**config.mk**
```make
export PLATFORM = sky130hd
export DESIGN_NAME = bf_loop_core
export DESIGN_NICKNAME = d
export VERILOG_FILES = /design/src/rtl/bf_loop_core_pkg.sv /design/src/rtl/bf_loop_stack.sv /design/src/rtl/bf_loop_core.sv
export SDC_FILE = /design/constraint.sdc
export NUM_CORES = 1
export LEC_CHECK = 0
export ABC_AREA = 0
export CORE_MARGIN = 3
export CORE_UTILIZATION = 61
export DETAILED_ROUTE_END_ITERATION = 8
export PLACE_DENSITY_LB_ADDON = 0.15
export SLEW_MARGIN = 40
export SYNTH_ARGS = -nofsm -noshare
export SYNTH_HDL_FRONTEND = slang
export SYNTH_SLANG_ARGS = --single-unit
```
**constraint.sdc**
```tcl
create_clock -name clk -period 5.8 [get_ports clk]
set_input_delay 0.87 -clock clk [delete_from_list [all_inputs] [get_ports clk]]
set_output_delay 0.87 -clock clk [all_outputs]
set_load 0.02 [all_outputs]
```
**src/rtl/bf_loop_core_pkg.sv**
```systemverilog
// Shared opcode encodings and FSM state type for the bf_loop_core Brainfuck core.
package bf_loop_core_pkg;

  localparam logic [7:0] OP_INC   = 8'h2B;
  localparam logic [7:0] OP_DEC   = 8'h2D;
  localparam logic [7:0] OP_RIGHT = 8'h3E;
  localparam logic [7:0] OP_LEFT  = 8'h3C;
  localparam logic [7:0] OP_OUT   = 8'h2E;
  localparam logic [7:0] OP_IN    = 8'h2C;
  localparam logic [7:0] OP_LOOP  = 8'h5B;
  localparam logic [7:0] OP_END   = 8'h5D;
  localparam logic [7:0] OP_HALT  = 8'h00;

  typedef enum logic [2:0] {
    ST_FETCH,
    ST_DECODE,
    ST_EXEC,
    ST_OUT,
    ST_IN,
    ST_HALT,
    ST_ERROR
  } bf_state_e;

endpackage

```
**src/rtl/bf_loop_stack.sv**
```systemverilog
// LIFO of loop-start addresses; push/pop ignored when full/empty, the core checks first.
module bf_loop_stack #(
  parameter int WIDTH = 12,
  parameter int DEPTH = 16
) (
  input  logic             clk,
  input  logic             reset,
  input  logic             push,
  input  logic             pop,
  input  logic [WIDTH-1:0] push_data,
  output logic [WIDTH-1:0] top,
  output logic             empty,
  output logic             full
);
  localparam int AW = (DEPTH > 1) ? $clog2(DEPTH) : 1;
  localparam int PW = $clog2(DEPTH + 1);

  logic [WIDTH-1:0] mem_q [DEPTH];
  logic [PW-1:0]    sp_q, sp_d;

  assign empty = (sp_q == '0);
  assign full  = (sp_q == PW'(DEPTH));
  assign top   = mem_q[AW'(sp_q - PW'(1))];

  always_comb begin
    sp_d = sp_q;
    if (push && !full)       sp_d = sp_q + PW'(1);
    else if (pop && !empty)  sp_d = sp_q - PW'(1);
  end

  always_ff @(posedge clk) begin
    if (reset) sp_q <= '0;
    else       sp_q <= sp_d;
  end

  always_ff @(posedge clk) begin
    if (push && !full) mem_q[AW'(sp_q)] <= push_data;
  end

endmodule

```
**src/rtl/bf_loop_core.sv**
```systemverilog
// Multicycle Brainfuck core with hardware loop stack and valid/ready byte I/O.
// Define BF_RETIRE_COUNT_EN to add the 32-bit 'retired' completed-op counter port.
module bf_loop_core
  import bf_loop_core_pkg::*;
#(
  parameter int IA_WIDTH    = 12,
  parameter int DA_WIDTH    = 12,
  parameter int DD_WIDTH    = 8,
  parameter int STACK_DEPTH = 16
) (
  input  logic                clk,
  input  logic                reset,
  output logic                ice,
  output logic [IA_WIDTH-1:0] ia,
  input  logic [7:0]          id,
  output logic                drce,
  output logic [DA_WIDTH-1:0] dra,
  input  logic [DD_WIDTH-1:0] drd,
  output logic                dwce,
  output logic [DA_WIDTH-1:0] dwa,
  output logic [DD_WIDTH-1:0] dwq,
  input  logic                in_valid,
  input  logic [DD_WIDTH-1:0] in_data,
  output logic                in_ready,
  output logic                out_valid,
  output logic [DD_WIDTH-1:0] out_data,
  input  logic                out_ready,
  output logic                halted,
  output logic                error
`ifdef BF_RETIRE_COUNT_EN
  ,
  output logic [31:0]         retired
`endif
);

  bf_state_e           state_q, state_d;
  logic [IA_WIDTH-1:0] pc_q, pc_d, pc_inc;
  logic [DA_WIDTH-1:0] dp_q, dp_d;
  logic                skip_q, skip_d;
  logic [IA_WIDTH-1:0] depth_q, depth_d;
  logic [7:0]          op_q, op_d;
  logic [DD_WIDTH-1:0] out_data_q, out_data_d;

  logic                ice_c, drce_c, dwce_c, in_ready_c, out_valid_c;
  logic [DD_WIDTH-1:0] dwq_c, out_data_c;
  logic                push, pop, retire;
  logic [IA_WIDTH-1:0] top;
  logic                empty, full;
  logic                run;

  bf_loop_stack #(.WIDTH(IA_WIDTH), .DEPTH(STACK_DEPTH)) u_stack (
    .clk       (clk),
    .reset     (reset),
    .push      (push),
    .pop       (pop),
    .push_data (pc_q),
    .top       (top),
    .empty     (empty),
    .full      (full)
  );

  assign pc_inc = pc_q + IA_WIDTH'(1);

  always_comb begin
    state_d     = state_q;
    pc_d        = pc_q;
    dp_d        = dp_q;
    skip_d      = skip_q;
    depth_d     = depth_q;
    op_d        = op_q;
    out_data_d  = out_data_q;
    ice_c       = 1'b0;
    drce_c      = 1'b0;
    dwce_c      = 1'b0;
    dwq_c       = '0;
    in_ready_c  = 1'b0;
    out_valid_c = 1'b0;
    out_data_c  = '0;
    push        = 1'b0;
    pop         = 1'b0;
    retire      = 1'b0;
    case (state_q)
      ST_FETCH: begin
        ice_c   = 1'b1;
        state_d = ST_DECODE;
      end
      ST_DECODE: begin
        op_d    = id;
        state_d = ST_FETCH;
        if (skip_q) begin
          // Skipping a zero-trip loop body: only bracket nesting is tracked.
          if (id == OP_HALT) begin
            state_d = ST_ERROR;
          end else begin
            pc_d   = pc_inc;
            retire = 1'b1;
            if (id == OP_LOOP) begin
              depth_d = depth_q + IA_WIDTH'(1);
            end else if (id == OP_END) begin
              depth_d = depth_q - IA_WIDTH'(1);
              if (depth_q == IA_WIDTH'(1)) skip_d = 1'b0;
            end
          end
        end else begin
          case (id)
            OP_HALT:  state_d = ST_HALT;
            OP_RIGHT: begin dp_d = dp_q + DA_WIDTH'(1); pc_d = pc_inc; retire = 1'b1; end
            OP_LEFT:  begin dp_d = dp_q - DA_WIDTH'(1); pc_d = pc_inc; retire = 1'b1; end
            OP_IN:    state_d = ST_IN;
            OP_INC, OP_DEC, OP_OUT, OP_LOOP, OP_END: begin
              drce_c  = 1'b1;
              state_d = ST_EXEC;
            end
            default:  begin pc_d = pc_inc; retire = 1'b1; end
          endcase
        end
      end
      ST_EXEC: begin
        state_d = ST_FETCH;
        case (op_q)
          OP_INC, OP_DEC: begin
            dwce_c = 1'b1;
            dwq_c  = (op_q == OP_INC) ? drd + DD_WIDTH'(1) : drd - DD_WIDTH'(1);
            pc_d   = pc_inc;
            retire = 1'b1;
          end
          OP_OUT: begin
            // Offer the byte straight from DRAM; hold a copy in case the sink stalls.
            out_valid_c = 1'b1;
            out_data_c  = drd;
            out_data_d  = drd;
            if (out_ready) begin
              pc_d   = pc_inc;
              retire = 1'b1;
            end else begin
              state_d = ST_OUT;
            end
          end
          OP_LOOP: begin
            if (drd != '0) begin
              if (full) begin
                state_d = ST_ERROR;
              end else begin
                push   = 1'b1;
                pc_d   = pc_inc;
                retire = 1'b1;
              end
            end else begin
              pc_d    = pc_inc;
              skip_d  = 1'b1;
              depth_d = IA_WIDTH'(1);
              retire  = 1'b1;
            end
          end
          OP_END: begin
            if (empty) begin
              state_d = ST_ERROR;
            end else if (drd != '0) begin
              pc_d   = top + IA_WIDTH'(1);
              retire = 1'b1;
            end else begin
              pop    = 1'b1;
              pc_d   = pc_inc;
              retire = 1'b1;
            end
          end
          default: state_d = ST_FETCH;
        endcase
      end
      ST_OUT: begin
        out_valid_c = 1'b1;
        out_data_c  = out_data_q;
        if (out_ready) begin
          pc_d    = pc_inc;
          retire  = 1'b1;
          state_d = ST_FETCH;
        end
      end
      ST_IN: begin
        in_ready_c = 1'b1;
        if (in_valid) begin
          dwce_c  = 1'b1;
          dwq_c   = in_data;
          pc_d    = pc_inc;
          retire  = 1'b1;
          state_d = ST_FETCH;
        end
      end
      default: state_d = state_q;
    endcase
  end

  always_ff @(posedge clk) begin
    if (reset) begin
      state_q <= ST_FETCH;
      pc_q    <= '0;
      dp_q    <= '0;
      skip_q  <= 1'b0;
      depth_q <= '0;
    end else begin
      state_q <= state_d;
      pc_q    <= pc_d;
      dp_q    <= dp_d;
      skip_q  <= skip_d;
      depth_q <= depth_d;
    end
  end

  always_ff @(posedge clk) begin
    op_q       <= op_d;
    out_data_q <= out_data_d;
  end

  // Every output is forced low while reset is asserted, so nothing escapes a reset cycle.
  assign run       = ~reset;
  assign ice       = run & ice_c;
  assign ia        = run ? pc_q : '0;
  assign drce      = run & drce_c;
  assign dra       = run ? dp_q : '0;
  assign dwce      = run & dwce_c;
  assign dwa       = run ? dp_q : '0;
  assign dwq       = run ? dwq_c : '0;
  assign in_ready  = run & in_ready_c;
  assign out_valid = run & out_valid_c;
  assign out_data  = run ? out_data_c : '0;
  assign halted    = run & ((state_q == ST_HALT) || (state_q == ST_ERROR));
  assign error     = run & (state_q == ST_ERROR);

`ifdef BF_RETIRE_COUNT_EN
  logic [31:0] retired_q, retired_d;

  always_comb begin
    retired_d = retired_q;
    if (retire) retired_d = retired_q + 32'd1;
  end

  always_ff @(posedge clk) begin
    if (reset) retired_q <= '0;
    else       retired_q <= retired_d;
  end

  assign retired = run ? retired_q : '0;
`endif

endmodule

```
==> results.yml, run 1 <==
logic_synthesis:
  ys_seq_area_share_pct: 55.7
  synth_area_um2: 12800
  synth.top_cells.by_count: "sky130_fd_sc_hd__edfxtp_1, sky130_fd_sc_hd__nor2_1, sky130_fd_sc_hd__nand2_1"
  synth_area_per_cell_um2: 12.2
  async_reset_ff_share_pct: 0
  post-synth-top-count-cell: "sky130_fd_sc_hd__edfxtp_1"
  synth_area_leaders: "sky130_fd_sc_hd__edfxtp_1, sky130_fd_sc_hd__mux4_2, sky130_fd_sc_hd__dfxtp_1"
  synth_edf_count: 208
  yosysUniqueCellTypes: 78
  yosysTopAreaCell: "sky130_fd_sc_hd__edfxtp_1"
  syn-instance-count: 1048
  yosys_warnings: 0
  synth_largest_type_area_fraction_pct: 48.7
  ys_ff_latch: 253
  synth_nets: 1104
  ys_dominant_reg_cell: "sky130_fd_sc_hd__edfxtp_1"
drt:
  route.antenna.remaining_nets: 0
  drt-vias-per-instance: 6.42
  drt-total-wl_um: 30700
  firstDrtPassIters: 6
  avgRoutedWirePerCell_um: 21.8
  dr.first_iter.drc_count: 1131
  drc: 0
  count_of_vias_placed_by_the_detailed_router: 9048
sta:
  report.final.hold_viol_count: 0
  slew_violations: 0
  timing.fmax_mhz: 191
  worst_pin_slew_ps: 829
  unrepaired_setup_endpoints_after_global_routing: "no"
  share_of_the_clock_period_used_by_the_worst_path_pct: 90.3
  timing.final.setup_violations: 0
  max_slew_margin_pct: 44.7
  worst_clock_skew_ps: 22.8
  timing.setup.tns_ps: 0
  timing.final.crit_period_ps: 5230
critical_path:
  crit_path_end_kind: "output port"
  worstPathRequired_ps: 4930
  worst_r2r_startpoint: "u_stack.sp_q[0]"
  r2r_slack_ps: 1760
  classification_of_the_worst_setup_path: "flop to output port"
  start_kind: "flop"
  critical_path_peak_fanout: 8
  timing.critical_path.cells: "nor4b_1 > nand2_1 > ha_1 > a21o_1 > a21oi_1 > o21bai_1 > a21oi_1 > o21bai_1 > a21oi_1 > or4_1 > o211ai_1 > clkdlybuf4s50_1"
  r2r_end: "pc_q[5]"
  r2r_worst_path_depth: 10
  critical-path-top-cell-by-count: "sky130_fd_sc_hd__a21oi_1"
  category_of_cells_accounting_for_the_largest_share_of_critical_path_delay: "simple AND/OR/NAND/NOR gates"
  timing.critical_path.arrival_ps: 4360
  crit_slowest_cell: "sky130_fd_sc_hd__nor4b_1"
  worst-path-buf-inv: 1
  critical_path.max_stage_delay_ps: 720
grt:
  globalRoute.totalOverflow: 0
  grt_max_degree: 70
  grt_first_pass_wirelength_um: 47300
  grt.total_usage_pct: 26.9
  grt_antenna_before_repair: 0
  first_global_vias: 8561
floorplanning:
  chipWidth_um: 151
  placementRows: 52
  core_area_um2: 20400
  dieArea_um2: 22800
  floorplan.initialDensity_pct: 62.8
  die-height_um: 151
  boundaryPins: 87
clock_network:
  cts.htree.levels: 1
  maximum_number_of_buffers_from_clock_root_to_sink: 3
  numClockSinks: 253
  inserted_clock_buffers: 26
  cts_post_setup_buffers_inserted: 0
  cts_hold_buf: 0
  clk_latency_ps: 540
  tritoncts: "done"
  post_cts_resize_count: 0
  cts-root-buf: "sky130_fd_sc_hd__clkbuf_16"
  path_clk_slew_ps: 60
power:
  swShare_pct: 20.7
  netsw_uw: 751
  cellPowerDensity_nw_per_um2: 247
  power.internal_uw: 2880
  power.combinational.fraction_pct: 3.1
  peak_ir_drop_on_the_vdd_network_mv: 0.305
  power.sequential.fraction_pct: 54.3
  leakagePower_uw: 0.00500
  power.clock.fraction_pct: 42.5
outcome:
  status: "complete, no violations"
hold_path:
  hold_depth: 2
  holdCritStartpoint: "dp_q[6]"
  timing.hold.worst.class: "flop to flop"
  hold_end: "dp_q[6]"
cells_and_area:
  area_growth_from_synthesis_to_layout_pct: 14.6
  fin_nets: 1176
  diodes: 0
  final_core_util_pct: 72.0
  fraction_of_final_layout_cells_sized_beyond_drive_strength_1_pct: 12.9
placed_design:
  place.gp.congestion: 0.934
  port_buffers: 86
  place_hpwl_um: 19800
flow_run:
  max_cap_viols: 0
[power by group through the flow]
stage | logic (uW) | registers [uW] | clock network, uW
after detailed placement | 112 | 2010 | 0
after floorplan | 65.9 | 2000 | 0
final | 113 | 1970 | 1540
after global placement | 110 | 2010 | 0
after global routing | 124 | 1970 | 1620
after CTS | 113 | 1970 | 1560
[sequential cells by signal, summed over array words and instances (netlist names)]
register	flops
u_stack.sp_q	5
state_q	3
u_stack.mem_q	192
out_data_q	8
pc_q	12
dp_q	12
skip_q	1
op_q	8
depth_q	12
[through the flow]
step / power, uW / cells / cell area (um2) / hold WS, ps / worst slack, ps
after detailed placement: 2120 / 1362 / 13900 / 462 / 809
final: 3630 / 1409 / 14700 / 474 / 565
after floorplan: 2070 / 1048 / 12800 / 445 / 1670
after CTS: 3650 / 1409 / 14700 / 475 / 608
after global placement: 2120 / 1362 / 13900 / 463 / 847
after global routing: 3710 / 1409 / 14700 / 493 / 239
[per-layer routing]
| metal | GRT usage (%) | part of all wire, % | up-vias |
|---|---|---|---|
| li1 | - | - | 4140 |
| met1 | 38.9 | 41 | 4381 |
| met2 | 42.4 | 47 | 436 |
| met3 | 4.61 | 8.9 | 91 |
| met4 | 8.57 | 3.2 | 0 |
| met5 | 0 | 0 | - |
[how the worst max path moves through the flow]
stage            start  endpoint  slack, ps  depth (start not counted)
6_report       op_q[4]    dwq[7]        570                         12
5_1_grt        op_q[4]    dwq[7]        240                         12
4_1_cts        op_q[4]    dwq[7]        610                         12
3_5_place_dp     id[0]  dp_q[11]        810                         15
3_3_place_gp     id[0]  dp_q[11]        850                         15
2_1_floorplan    id[0]  dp_q[11]       1670                         14
[kinds of logic (layout without fill, tap and decap cells)]
group,after synthesis,count (layout),share of synthesized area [%]
simple gates,378,378,14.8
xor+xnor,47,47,3.36
flops,253,253,55.7
fa+ha+maj,28,28,2.85
compound gates,187,187,9.17
buf+inv,90,181,3.27
mux,65,65,10.8
[final cells by class]
class,count,area (um2)
multi-input combinational,705,5280
tap,270,338
clock inverter,11,97.6
timing repair buffer,112,1050
inverter,22,82.6
fill,1383,5730
clock buffer,36,688
sequential,253,7160
[cells in the final DEF, fill, tap and decap left out, drive strengths merged, types with 4 or more instances in the layout]
cell	count
clkbuf	36
nand2b	9
o21ai	41
nand4	11
nand3	43
dfxtp	45
o31ai	4
inv	21
a22oi	9
buf	27
or2	4
or3	9
xnor2	27
a21boi	4
a21oi	63
mux2	4
o211ai	6
nand2	89
and3	13
ha	26
nor4	16
clkdlybuf4s50	85
nor2b	29
mux4	57
nand4b	5
a31oi	8
edfxtp	208
nor2	99
nor3	24
a21o	6
a211oi	16
and2	4
clkinv	8
mux2i	4
nor3b	5
xor2	20
[tightest hold or removal path, delay by kind of cell, from the launching register on]
family | cells | cell delay, ps
compound gates | 1 | 50
simple gates | 1 | 60
flops | 1 | 320
Power figures use the tool's default switching activity.
==> run 2, diff against run 1 <==
--- a/config.mk
+++ b/config.mk
@@ -11,5 +11,5 @@
 export DETAILED_ROUTE_END_ITERATION = 8
 export PLACE_DENSITY_LB_ADDON = 0.15
-export SLEW_MARGIN = 40
+export SLEW_MARGIN = 20
 export SYNTH_ARGS = -nofsm -noshare
 export SYNTH_HDL_FRONTEND = slang
==> constraint.sdc (replaced) <==
create_clock -name clk -period 5.8 [get_ports clk]
set_input_delay 1.16 -clock clk [delete_from_list [all_inputs] [get_ports clk]]
set_output_delay 1.16 -clock clk [all_outputs]
set_load 0.02 [all_outputs]
==> run 2 against run 1 <==
Non-clock buffer count rose by 4. Critical path type unchanged. Register-to-register slack improved by 190 ps. Hold slack got worse by 3.9 ps. Clock skew fell by 4.5 ps. Fmax rose by 0.92%. Via count rose by 1.0%. Final cell count rose by 0.35%. Sequential cell count did not move. Largest cell class unchanged. Wire length rose by 3.5%.
==> results.yml, run 2 (synthesis gave the netlist of run 1 again) <==
sta:
  worst_clock_skew_ps: 18.3
  slew_violations: 0
  unrepaired_setup_endpoints_after_global_routing: "no"
  max_slew_margin_pct: 28.9
  timing.setup.tns_ps: 0
  share_of_the_clock_period_used_by_the_worst_path_pct: 89.4
  worst_pin_slew_ps: 1070
  timing.fmax_mhz: 193
  timing.final.crit_period_ps: 5190
  post-route-worst-setup-slack_ps: 613
  report.final.hold_viol_count: 0
  timing.final.setup_violations: 0
cells_and_area:
  area_growth_from_synthesis_to_layout_pct: 15.5
  layout_commonest_cell: "sky130_fd_sc_hd__edfxtp_1"
  multi_input_comb_area_um2: 5290
  final.fill_count: 1408
  seq_area_um2: 7150
  layout.cells.most_common_list: "sky130_fd_sc_hd__edfxtp_1, sky130_fd_sc_hd__nor2_1, sky130_fd_sc_hd__nand2_1, sky130_fd_sc_hd__clkdlybuf4s50_1, sky130_fd_sc_hd__a21oi_1"
  diodes: 0
  fraction_of_final_layout_cells_sized_beyond_drive_strength_1_pct: 12.8
  largest_reg_flops: 192
  largest_register: "u_stack.mem_q"
  fin_nets: 1180
  final_core_util_pct: 72.5
floorplanning:
  core_area_um2: 20400
  placementRows: 52
  die-height_um: 151
  boundaryPins: 87
  dieArea_um2: 22800
  chipWidth_um: 151
  floorplan.initialDensity_pct: 62.8
critical_path:
  critical_path_peak_fanout: 8
  r2r_slack_ps: 1950
  timing.critical_path.arrival_ps: 4030
  timing.critical_path.cells: "nor4b_2 > nand2_1 > ha_1 > a21o_1 > a21oi_1 > o21bai_1 > a21oi_1 > o21bai_1 > a21oi_1 > or4_1 > o211ai_1 > clkdlybuf4s50_1"
  critical_path.max_stage_delay_ps: 630
  crit_path_end_kind: "output port"
  category_of_cells_accounting_for_the_largest_share_of_critical_path_delay: "simple AND/OR/NAND/NOR gates"
  worst-path-buf-inv: 1
  classification_of_the_worst_setup_path: "flop to output port"
  worstPathRequired_ps: 4640
  critical-path-top-cell-by-count: "sky130_fd_sc_hd__a21oi_1"
  start_kind: "flop"
  crit_slowest_cell: "sky130_fd_sc_hd__clkdlybuf4s50_1"
power:
  cellPowerDensity_nw_per_um2: 255
  peak_ir_drop_on_the_vdd_network_mv: 0.257
  leakagePower_uw: 0.00507
clock_network:
  cts_hold_buf: 0
  inserted_clock_buffers: 26
  cts-root-buf: "sky130_fd_sc_hd__clkbuf_16"
  tritoncts: "done"
  clk_latency_ps: 550
  numClockSinks: 253
  path_clk_slew_ps: 70
  maximum_number_of_buffers_from_clock_root_to_sink: 3
  cts.htree.levels: 1
grt:
  grt.total_usage_pct: 28.0
  globalRoute.totalOverflow: 0
  grt_max_degree: 70
  grt_first_pass_wirelength_um: 48900
  grt_antenna_before_repair: 0
  first_global_vias: 8765
hold_path:
  timing.hold.worst.class: "flop to flop"
drt:
  avgRoutedWirePerCell_um: 22.4
  count_of_vias_placed_by_the_detailed_router: 9142
  drt-total-wl_um: 31700
  route.antenna.remaining_nets: 0
  dr.first_iter.drc_count: 1125
  drt-vias-per-instance: 6.47
  firstDrtPassIters: 6
  drc: 0
outcome:
  status: "complete, no violations"
placed_design:
  port_buffers: 86
  place.gp.congestion: 0.932
  place_worst_setup_slack_ps: 480
  place_hpwl_um: 20200
flow_run:
  max_cap_viols: 0
run 2: final cells by class:
type	count	area share, %
Multi-Input combinational cell	705	35.7
Clock buffer	31	4.58
Tap cell	270	2.28
Timing Repair Buffer	116	7.30
Clock inverter	17	1.33
Inverter	22	0.557
Sequential cell	253	48.3
run 2: timing repair:
item                       in CTS  in global routing
setup endpoints to repair       0                  1
gates resized for setup         0                  1
buffers inserted                0                  0
run 2: worst reg2reg max path, cell delays in order, from the launching register on:
cell and delay, ps:
sky130_fd_sc_hd__dfxtp_1 480, sky130_fd_sc_hd__inv_1 140, sky130_fd_sc_hd__ha_2 840, sky130_fd_sc_hd__buf_4 390
sky130_fd_sc_hd__mux4_2 350, sky130_fd_sc_hd__mux4_2 580, sky130_fd_sc_hd__o31ai_2 160, sky130_fd_sc_hd__nor2_2 110
sky130_fd_sc_hd__xnor2_1 180, sky130_fd_sc_hd__or3_1 330, sky130_fd_sc_hd__a211oi_1 220
run 2: per-stage QoR:
step           std cells  area (um2)  power [uW]  hold slack [ps]
6_report            1414       14800        3780              470
4_1_cts             1414       14800        3800              471
2_1_floorplan       1048       12800        2070              445
3_3_place_gp        1366       13900        2120              461
5_1_grt             1414       14800        3880              493
3_5_place_dp        1366       13900        2120              462
run 2: metal layers:
layer / vias up / global-route usage [%] / part of all wire, %
met5: - / 0 / 0
met4: 0 / 9.20 / 3.3
met3: 92 / 5.06 / 8.6
met2: 464 / 44.3 / 48
met1: 4455 / 40.0 / 40
li1: 4131 / - / -
run 2: worst paths after layout:
kind,start,to,cells after the start
max reg2reg,u_stack.sp_q[1],pc_q[5],10
max,op_q[7],dwq[7],12
min,dp_q[7],dp_q[7],2
min reg2reg,dp_q[7],dp_q[7],2
run 2: report_power, final:
group	internal [uW]	switching (uW)	total (uW)	leakage [uW]
combinational	47.2	67.3	114	0.00217
sequential	1960	15.7	1970	0.00248
clock	982	716	1700	0.000425
